==> config.mk <==
export PLATFORM = sky130hd
export DESIGN_NAME = fsm_seq_gen_tx
export DESIGN_NICKNAME = d
export VERILOG_FILES = /design/src/rtl/fsm_seq_gen_tx.sv
export SDC_FILE = /design/constraint.sdc
export NUM_CORES = 1
export LEC_CHECK = 0
export ABC_AREA = 1
export CAP_MARGIN = 15
export CORE_UTILIZATION = 45
export DETAILED_ROUTE_END_ITERATION = 8
export GPL_TIMING_DRIVEN = 0
export PLACE_DENSITY = 0.69
export SYNTH_ARGS = -nofsm -noshare
export SYNTH_HDL_FRONTEND = slang
export SYNTH_SLANG_ARGS = --single-unit
==> constraint.sdc <==
create_clock -name clk -period 1.5 [get_ports clk]
set_input_delay 0.15 -clock clk [delete_from_list [all_inputs] [get_ports clk]]
set_output_delay 0.15 -clock clk [all_outputs]
set_load 0.02 [all_outputs]
==> src/rtl/fsm_seq_gen_tx.sv <==
// fsm_seq_gen_tx: bit-serial framer sending preamble, MSB-first payload and guard bits
module fsm_seq_gen_tx #(
   parameter int                  SYNC_LEN = 4,
   parameter logic [SYNC_LEN-1:0] SYNC_PAT = 4'b1011,
   parameter int                  DATA_W   = 8,
   parameter int                  GAP_LEN  = 2,
   parameter logic                IDLE_BIT = 1'b0
) (
   input  logic              clk,
   input  logic              rst,
   input  logic              i_valid,
   input  logic [DATA_W-1:0] i_data,
   output logic              o_ready,
   output logic              out,
   output logic              o_sync,
   output logic              o_done,
   output logic              o_busy
);
   localparam int MAX_SD  = SYNC_LEN > DATA_W ? SYNC_LEN : DATA_W;
   localparam int MAX_LEN = MAX_SD > GAP_LEN ? MAX_SD : GAP_LEN;
   localparam int CW      = $clog2(MAX_LEN + 1);
   localparam logic [CW-1:0] SYNC_LAST = CW'(SYNC_LEN - 1);
   localparam logic [CW-1:0] DATA_LAST = CW'(DATA_W - 1);
   localparam logic [CW-1:0] GAP_LAST  = CW'(GAP_LEN > 0 ? GAP_LEN - 1 : 0);
   typedef enum logic [1:0] {IDLE, SYNC, DATA, GAP} state_t;
   state_t state, state_n;
   logic [CW-1:0] cnt, cnt_n;
   logic [DATA_W-1:0] sh, sh_n;
   logic [SYNC_LEN-1:0] pat, pat_n;
   logic out_n, sync_n, done_n;
   assign o_ready = (state == IDLE) & ~rst;
   assign o_busy  = state != IDLE;
   always_comb begin
      state_n = state;
      cnt_n   = cnt;
      sh_n    = sh;
      pat_n   = pat;
      unique case (state)
         IDLE: if (i_valid) begin
            state_n = SYNC;
            cnt_n   = '0;
            sh_n    = i_data;
            pat_n   = SYNC_PAT;
         end
         SYNC: if (cnt == SYNC_LAST) begin
            state_n = DATA;
            cnt_n   = '0;
         end else begin
            cnt_n = cnt + 1'b1;
            pat_n = pat << 1;
         end
         DATA: if (cnt == DATA_LAST) begin
            state_n = GAP_LEN > 0 ? GAP : IDLE;
            cnt_n   = '0;
         end else begin
            cnt_n = cnt + 1'b1;
            sh_n  = sh << 1;
         end
         GAP: if (cnt == GAP_LAST) begin
            state_n = IDLE;
            cnt_n   = '0;
         end else cnt_n = cnt + 1'b1;
      endcase
      // line outputs are registered from the next state so they line up with it
      sync_n = state_n == SYNC;
      done_n = (state_n == DATA) && (cnt_n == DATA_LAST);
      out_n  = state_n == SYNC ? pat_n[SYNC_LEN-1] : state_n == DATA ? sh_n[DATA_W-1] : IDLE_BIT;
   end
   always_ff @(posedge clk) begin
      if (rst) begin
         state  <= IDLE;
         cnt    <= '0;
         sh     <= '0;
         pat    <= '0;
         out    <= IDLE_BIT;
         o_sync <= 1'b0;
         o_done <= 1'b0;
      end else begin
         state  <= state_n;
         cnt    <= cnt_n;
         sh     <= sh_n;
         pat    <= pat_n;
         out    <= out_n;
         o_sync <= sync_n;
         o_done <= done_n;
      end
   end
endmodule

After elaboration in Yosys (flattened, before gate mapping)
Index checks and enable logic that the tools add are counted.
{"block": "word_totals", "register_bits": 21, "word_cells": 49}
{"block": "classes", "add_sub_neg": 1, "eq_ne": 12, "n_mux": 18, "bitwise_logic": 2, "n_reduce_logical": 7}
{"operator": "$mux 4", "n": 6}
{"operator": "$mux 8", "n": 2}
{"operator": "$pmux 4 s4", "n": 1}
{"operator": "$pmux 8 s2", "n": 1}
{"operator": "$eq 4x3->1 const B", "n": 2}
{"operator": "$mux 2", "n": 4}
{"operator": "$pmux 2 s4", "n": 1}
{"operator": "$pmux 4 s2", "n": 1}
{"operator": "$eq 2x2->1 const B", "n": 3}
{"operator": "$ne 2x2->1 const B", "n": 3}
{"operator": "$reduce_and 3->1", "n": 2}
{"operator": "$reduce_bool 2->1", "n": 3}
{"operator": "$add 4x1->4 const B", "n": 1}
{"operator": "$eq 2x1->1 const B", "n": 2}
{"operator": "$eq 4x1->1 const B", "n": 1}
{"operator": "$eq 4x2->1 const B", "n": 1}
{"operator": "$logic_not 2->1", "n": 1}
{"operator": "$mux 1", "n": 2}
{"operator": "$and 1x1->1", "n": 1}
{"operator": "$logic_and 1x1->1", "n": 1}
{"operator": "$not 1->1", "n": 1}

Longest topological paths before layout
Gate-level depths: netlist of the first run.
{"block": "depth", "word_depth": 6, "depth_mapped": 9, "depth_no_buf": 9}

Worst setup path before layout of the first run
Ideal clock, no wire load.
{"block": "synth_timing", "path_type": "reg2reg", "from": "reg cnt[0]", "to": "reg out", "arrival_ns": 1.181, "required_ns": 1.388, "setup_slack_ns": 0.207, "stages_incl_launch_ff": 10, "path_buffers": 0, "synth_period_minus_slack_ns": 1.293, "path_cell_list": "dfxtp_1 ha_1 nand3_1 nand2_4 nand2_2 inv_2 a21oi_2 nor2_2 nand2_1 nand2_1"}
{"block": "synth_via", "elab_chain_len": 6, "word_cells_on_any_way": 15, "cone_classes": "eq/ne (5); mux (10)"}
{"element": "from (decl)", "line_no": "27", "text": "logic [CW-1:0] cnt, cnt_n;"}
{"element": "from (signal assigned)", "line_no": "80", "text": "cnt <= cnt_n;"}
{"element": "$eq 4x1->1 (tied with other cells)", "line_no": "59", "text": "GAP: if (cnt == GAP_LAST) begin"}
{"element": "$mux 2 (on tied branches)", "line_no": "59, 45, 52"}
{"element": "$pmux 2 s4", "line_no": "38", "text": "unique case (state)"}
{"element": "$eq 2x2->1", "line_no": "67", "text": "out_n = state_n == SYNC ? pat_n[SYNC_LEN-1] : state_n == DATA ? sh_n[DATA_W-1] : IDLE_BIT;"}
{"element": "$mux 1", "line_no": "67"}
{"element": "$mux 1 *", "line_no": "67"}
{"element": "to (signal assigned)", "line_no": "83", "text": "out <= out_n;"}
{"element": "to (decl)", "line_no": "14", "text": "output logic out,"}
Mark *: on every way between the ends. The rest lies on a longest branch, timed or not. The select of a mux whose other input is x is not followed.
A chain may end at the register's enable or synchronous reset.

Worst setup path after layout of the first run
{"block": "layout_timing", "from": "reg state[0]", "to": "out o_busy"}
{"block": "layout_via", "elab_chain_len": 1}
{"element": "from (decl)", "line_no": "26", "text": "state_t state, state_n;"}
{"element": "from (signal assigned)", "line_no": "79", "text": "state <= state_n;"}
{"element": "$reduce_bool 2->1", "line_no": "32", "text": "assign o_busy = state != IDLE;"}
{"element": "to (decl)", "line_no": "17", "text": "output logic o_busy"}
No other way between the ends.

==> flow_summary.json, run 1 <==
{
  "r2r-end": "o_done",
  "end_kind": "output port",
  "dr.first_iter.drc_count": 19,
  "vias": 935,
  "nNetsFinal": 175,
  "p_sw_share_pct": 26.62,
  "crit_type": "reg -> out",
  "drive_above_1_share_pct": 17.50,
  "worstMarginPinSlew_ns": 0.4060,
  "wl_mm": 1.961,
  "final_core_util_pct": 59.13,
  "mostFrequentLayoutCells": "nand2_1, dfxtp_1, nand3_1",
  "ios": 16,
  "min_from": "rst",
  "rsz0062_at_grt": "true",
  "netlist_area_um2": 972.2,
  "globalplace.congestion": 0.8244,
  "yosysSeqAreaShare_pct": 41.18,
  "r2r-start": "cnt[0]",
  "p_per_area_mw_per_mm2": 834.9,
  "syn_nets": 156,
  "synth-seq-cells": 20,
  "fin_setup_tns_ns": 0,
  "cts_buffers": 3,
  "startpoint_type": "flip-flop",
  "netlist.area_leader.share_pct": 41.18,
  "grt.total_usage_pct": 18.39,
  "io_buffers": 14,
  "core_area_mm2": 0.002002,
  "die_x_um": 48.48,
  "placed_area_mm2": 0.001146,
  "slew_viol_final": 0,
  "yosys.area.top_type": "dfxtp_1",
  "worst_path_max_delay_cell": "dfxtp_2",
  "routedWlPerCell_um": 10.49,
  "antennaDiodeCount": 0,
  "rrSetupSlack_ns": 0.10,
  "max_slew_margin_pct": 72.93,
  "dr.pass1.iters": 4,
  "h-tree-depth": 1,
  "die_h_um": 48.48,
  "clkPwrFrac_pct": 24.3,
  "cp_cell_sequence": "inv_2, nand2_1, dlygate4sd2_1",
  "grt_pass1_wl_mm": 3.436,
  "synth_warnings": 0,
  "drv_cap": 0,
  "max_freq_ghz": 0.6970,
  "clkTransAtPathRegs_ns": 0.10,
  "avgSynthCellArea_um2": 6.798,
  "setup_viol": 0,
  "cp.arrival_ns": 1.28,
  "cp_slowest_stage_delay_ns": 0.39,
  "fillers": 195,
  "dieArea_mm2": 0.002350,
  "rr_worst_depth": 7,
  "ir_drop_mv": 0.6439,
  "drc": 0,
  "combPwrFrac_pct": 17.0,
  "synth_cell_types": 21,
  "p_leak_nw": 0.5194,
  "hold_violations": 0,
  "cp_max_fo": 5,
  "min_path_type": "in -> reg",
  "async_reset_ff_share_pct": 0,
  "clkSinkCount": 20,
  "seqPwrFrac_pct": 58.8,
  "whs_path_depth": 2,
  "grt_pass1_vias": 872,
  "dpl.hpwl_mm": 1.521,
  "whs_ns": 0.2490,
  "viasPerCell": 5.000,
  "period_needed_ns": 1.435,
  "insertion_delay_ns": 0.29,
  "cts_tree": "built",
  "status": "finished, final reports clean",
  "fp-row-count": 16,
  "cts_buffer_depth": 2,
  "synth_cells": 143,
  "root_buffer": "clkbuf_4",
  "cp.required_ns": 1.35,
  "antenna_found_initial": 0,
  "holdBufCountCts": 0,
  "design_area_mm2": 0.001184,
  "synthTopCellsByArea": "dfxtp_1, nand2_1, nand3_1, nor2_1, inv_1",
  "switchingPower_mw": 0.2630,
  "grt_start_max_net_pins": 11,
  "synth-edff-count": 0,
  "final_common_cell": "nand2_1",
  "internal_power_mw": 0.7252,
  "finalClockSkew_ns": 0.003978,
  "grt-ovfl-total": 0,
  "start_util_pct": 48.56,
  "antenna_left": 0,
  "hold_end": "sh[7]",
  "power.total_mw": 0.9883,
  "period_share_pct": 95.65,
  "area_growth_pct": 21.75,
  "synthFlopType": "dfxtp_1"
}
[how the worst max path moves through the flow]
| stage | from | end | slack, ns | cells past startpoint |
|---|---|---|---|---|
| detailed placement | rst | o_ready | -0.18 | 4 |
| finish | state[0] | o_busy | 0.07 | 3 |
| global placement | rst | o_ready | -0.18 | 4 |
| floorplan | cnt[0] | out | 0.21 | 9 |
| CTS | state[1] | o_ready | 0.008 | 4 |
| global route | cnt[0] | o_done | -0.03 | 7 |
[worst max-delay path: cells and delay by family, from the launching register on]
family                 cells  cell delay [ns]
buffers and inverters      2             0.43
AND/OR/NAND/NOR            1             0.17
flip-flops                 1             0.39
[cells by family after synthesis]
kind of cell / count (synthesis) / share of synthesized area, %
buf+inv: 22 / 8.494
flops: 20 / 41.18
fa+ha+maj: 2 / 2.574
simple gates: 86 / 39.64
compound gates: 13 / 8.109
[Yosys cell counts, types with 3 or more instances]
master / number
nand2_1: 42
dfxtp_1: 20
nand3_1: 15
nor2_1: 15
inv_1: 13
inv_2: 7
a31oi_1: 6
a21oi_1: 4
nor3_1: 4
nand4_1: 3
[timing repair]
| action | CTS | global route |
|---|---|---|
| pin swaps | 0 | 1 |
| setup endpoints to repair | 3 | 8 |
| resized for setup | 5 | 8 |
| setup buffers | 0 | 0 |
| gates cloned | 0 | 0 |
[sequential cells by signal, indices dropped and copies added (netlist names)]
register / cells
sh: 8
cnt: 4
pat: 3
state: 2
o_done: 1
o_sync: 1
out: 1
[area by class of cell]
type                       count  area (um2)  area share [%]
multi-input combinational    101       505.5           42.71
timing repair buffer          14       133.9           11.31
inverter                      20       75.07           6.342
clock buffer                   3       22.52           1.903
sequential                    20       405.4           34.25
buffer                         2       7.507          0.6342
tap                           27       33.78           2.854
[through the flow]
stage | worst slack, ns | std cells
6_report | 0.06524 | 187
5_1_grt | -0.03389 | 187
4_1_cts | 0.007522 | 187
3_5_place_dp | -0.1823 | 184
3_3_place_gp | -0.1816 | 184
2_1_floorplan | 0.2068 | 143
[power by group through the flow]
stage | registers, mW | clock network (mW) | logic [mW]
4_1_cts | 0.581 | 0.251 | 0.168
3_5_place_dp | 0.591 | 0 | 0.171
2_1_floorplan | 0.594 | 0 | 0.102
3_3_place_gp | 0.591 | 0 | 0.167
6_report | 0.581 | 0.240 | 0.168
5_1_grt | 0.584 | 0.270 | 0.191
[per-layer routing]
metal | share of wire, % | global-route usage (%)
met5 | 0 | 0
met4 | 2.4 | 9.804
met3 | 2.7 | 2.201
met2 | 48 | 31.92
met1 | 46 | 22.11
Power figures use the tool's default switching activity.
==> inputs of run 2 (changes only) <==
--- a/config.mk
+++ b/config.mk
@@ -11,6 +11,7 @@
 export DETAILED_ROUTE_END_ITERATION = 8
 export GPL_TIMING_DRIVEN = 0
 export PLACE_DENSITY = 0.69
+export SKIP_LAST_GASP = 1
 export SYNTH_ARGS = -nofsm -noshare
 export SYNTH_HDL_FRONTEND = slang
 export SYNTH_SLANG_ARGS = --single-unit
==> run 2 against run 1 <==
Against the previous run: worst setup slack is the same; maximum frequency is the same; clock power is essentially flat; global-route usage is the same; critical path depth is the same; combinational power is essentially flat; worst hold slack is the same.
==> flow_summary.json, run 2 (synthesized netlist as in run 1, its figures left out) <==
{
  "power.total_mw": 0.9881,
  "crit_type": "reg -> out",
  "area_growth_pct": 21.49,
  "drive_above_1_share_pct": 16.88,
  "period_share_pct": 95.65,
  "antennaDiodeCount": 0,
  "cp_max_fo": 5,
  "crit_cells": 3,
  "top_regs": "sh x8, cnt x4, pat x3",
  "stdcell_count": 187,
  "startpoint_type": "flip-flop",
  "insertion_delay_ns": 0.29,
  "max_freq_ghz": 0.6970,
  "vias": 936,
  "cp_slowest_stage_delay_ns": 0.39,
  "fin_setup_tns_ns": 0,
  "io_buffers": 14,
  "cts_setup_buffers": 0,
  "rr_worst_depth": 7,
  "cts_buffers": 3,
  "dr.pass1.iters": 4,
  "grt_pass1_vias": 872,
  "hold_violations": 0,
  "r2r-end": "o_done",
  "dp_cells": 184,
  "root_buffer": "clkbuf_4",
  "period_needed_ns": 1.435,
  "cp.arrival_ns": 1.28,
  "worstMarginPinSlew_ns": 0.4060,
  "cp.required_ns": 1.35,
  "drc": 0,
  "routedWlPerCell_um": 10.47,
  "crit_family": "buffers and inverters",
  "p_sw_share_pct": 26.61,
  "wl_mm": 1.958,
  "final_common_cell": "nand2_1",
  "globalplace.congestion": 0.8244,
  "mostFrequentLayoutCells": "nand2_1, dfxtp_1, nor2_1, nand3_1, inv_1",
  "fp-row-count": 16,
  "grt_util_met2_pct": 31.92,
  "r2r-start": "cnt[0]",
  "grt.total_usage_pct": 18.39,
  "cts_buffer_depth": 2,
  "largest_reg_flops": 8,
  "critPathBufInv": 2,
  "use_met3_pct": 2.201,
  "cp_cell_sequence": "inv_2, nand2_1, dlygate4sd2_1",
  "start_util_pct": 48.56,
  "rsz0062_at_grt": "true",
  "dieArea_mm2": 0.002350,
  "min_path_type": "in -> reg",
  "grt_util_met1_pct": 22.11,
  "end_kind": "output port",
  "grt-busiest-layer": "met2",
  "die_h_um": 48.48,
  "h-tree-depth": 1,
  "switchingPower_mw": 0.2629,
  "worst_path_max_delay_cell": "dfxtp_2",
  "clkPwrFrac_pct": 24.3,
  "die_x_um": 48.48,
  "core_area_mm2": 0.002002,
  "drv_cap": 0,
  "seqPwrFrac_pct": 58.8,
  "critical_path.endpoint": "o_busy",
  "ios": 16,
  "ir_drop_mv": 0.6439,
  "final_core_util_pct": 59.00,
  "holdBufCountCts": 0,
  "whs_path_depth": 2,
  "dpl.hpwl_mm": 1.521,
  "max_slew_margin_pct": 72.93,
  "p_leak_nw": 0.5184,
  "clkTransAtPathRegs_ns": 0.10,
  "grt_pass1_wl_mm": 3.436,
  "setup_viol": 0,
  "grt-ovfl-total": 0,
  "slew_viol_final": 0,
  "clkSinkCount": 20,
  "viasPerCell": 5.005,
  "p_per_area_mw_per_mm2": 836.6,
  "antenna_left": 0,
  "grt_start_max_net_pins": 11,
  "rrSetupSlack_ns": 0.09,
  "combPwrFrac_pct": 17.0,
  "status": "finished, final reports clean",
  "antenna_found_initial": 0,
  "whs_ns": 0.2490,
  "dr.first_iter.drc_count": 19,
  "cts_tree": "built",
  "top_register": "sh",
  "internal_power_mw": 0.7252,
  "nNetsFinal": 175,
  "finalClockSkew_ns": 0.003978,
  "critPathLaunch": "state[0]"
}
run 2: cell types whose count changed in the layout (fill, tap and decap cells not counted):
cell	change
nor2_1	+1
nor2_2	-1
run 2: what timing repair did:
item / CTS / global route
endpoints found under the hold margin: 0 / 0
gates resized for setup: 5 / 7
pin swaps: 0 / 1
setup endpoints to repair: 3 / 8
run 2: cell type report:
class                           instances  area (um2)
Fill cell                             196       820.8
Multi-Input combinational cell        101       503.0
Sequential cell                        20       405.4
Timing Repair Buffer                   14       133.9
Inverter                               20       75.07
Tap cell                               27       33.78
Clock buffer                            3       22.52
Buffer                                  2       7.507
run 2: power groups by stage:
| stage | registers [mW] | clock network (mW) | logic, mW |
|---|---|---|---|
| final | 0.581 | 0.240 | 0.168 |
| after global routing | 0.584 | 0.270 | 0.191 |
| after CTS | 0.581 | 0.251 | 0.168 |
| after detailed placement | 0.591 | 0 | 0.171 |
| after global placement | 0.591 | 0 | 0.167 |
| after floorplan | 0.594 | 0 | 0.102 |
run 2: how the worst min path moves through the flow:
stage	start	end	slack, ns
3_3_place_gp	sh[0]	sh[0]	0.45
5_1_grt	rst	sh[7]	0.27
4_1_cts	rst	sh[7]	0.26
6_report	rst	sh[7]	0.25
2_1_floorplan	i_data[0]	sh[0]	0.30
3_5_place_dp	sh[0]	sh[0]	0.46
run 2: metrics by stage:
stage	cell area (um2)	worst slack [ns]
CTS	1170	0.007522
detailed placement	1146	-0.1823
global placement	1146	-0.1816
floorplan	972.2	0.2068
finish	1181	0.06524
global route	1181	-0.04788
run 2: routing by layer:
layer / vias up / part of all wire (%)
met1: 416 / 46
met5: - / 0
met2: 20 / 49
li1: 494 / -
met4: 0 / 2.4
met3: 6 / 2.7
==> inputs of run 3 (changes only) <==
--- a/config.mk
+++ b/config.mk
@@ -6,7 +6,7 @@
 export NUM_CORES = 1
 export LEC_CHECK = 0
 export ABC_AREA = 1
-export CAP_MARGIN = 15
+export CAP_MARGIN = 20
 export CORE_UTILIZATION = 45
 export DETAILED_ROUTE_END_ITERATION = 8
 export GPL_TIMING_DRIVEN = 0
==> results of run 3 <==
The final DEF is identical to that of run 2; final timing and power are the same.
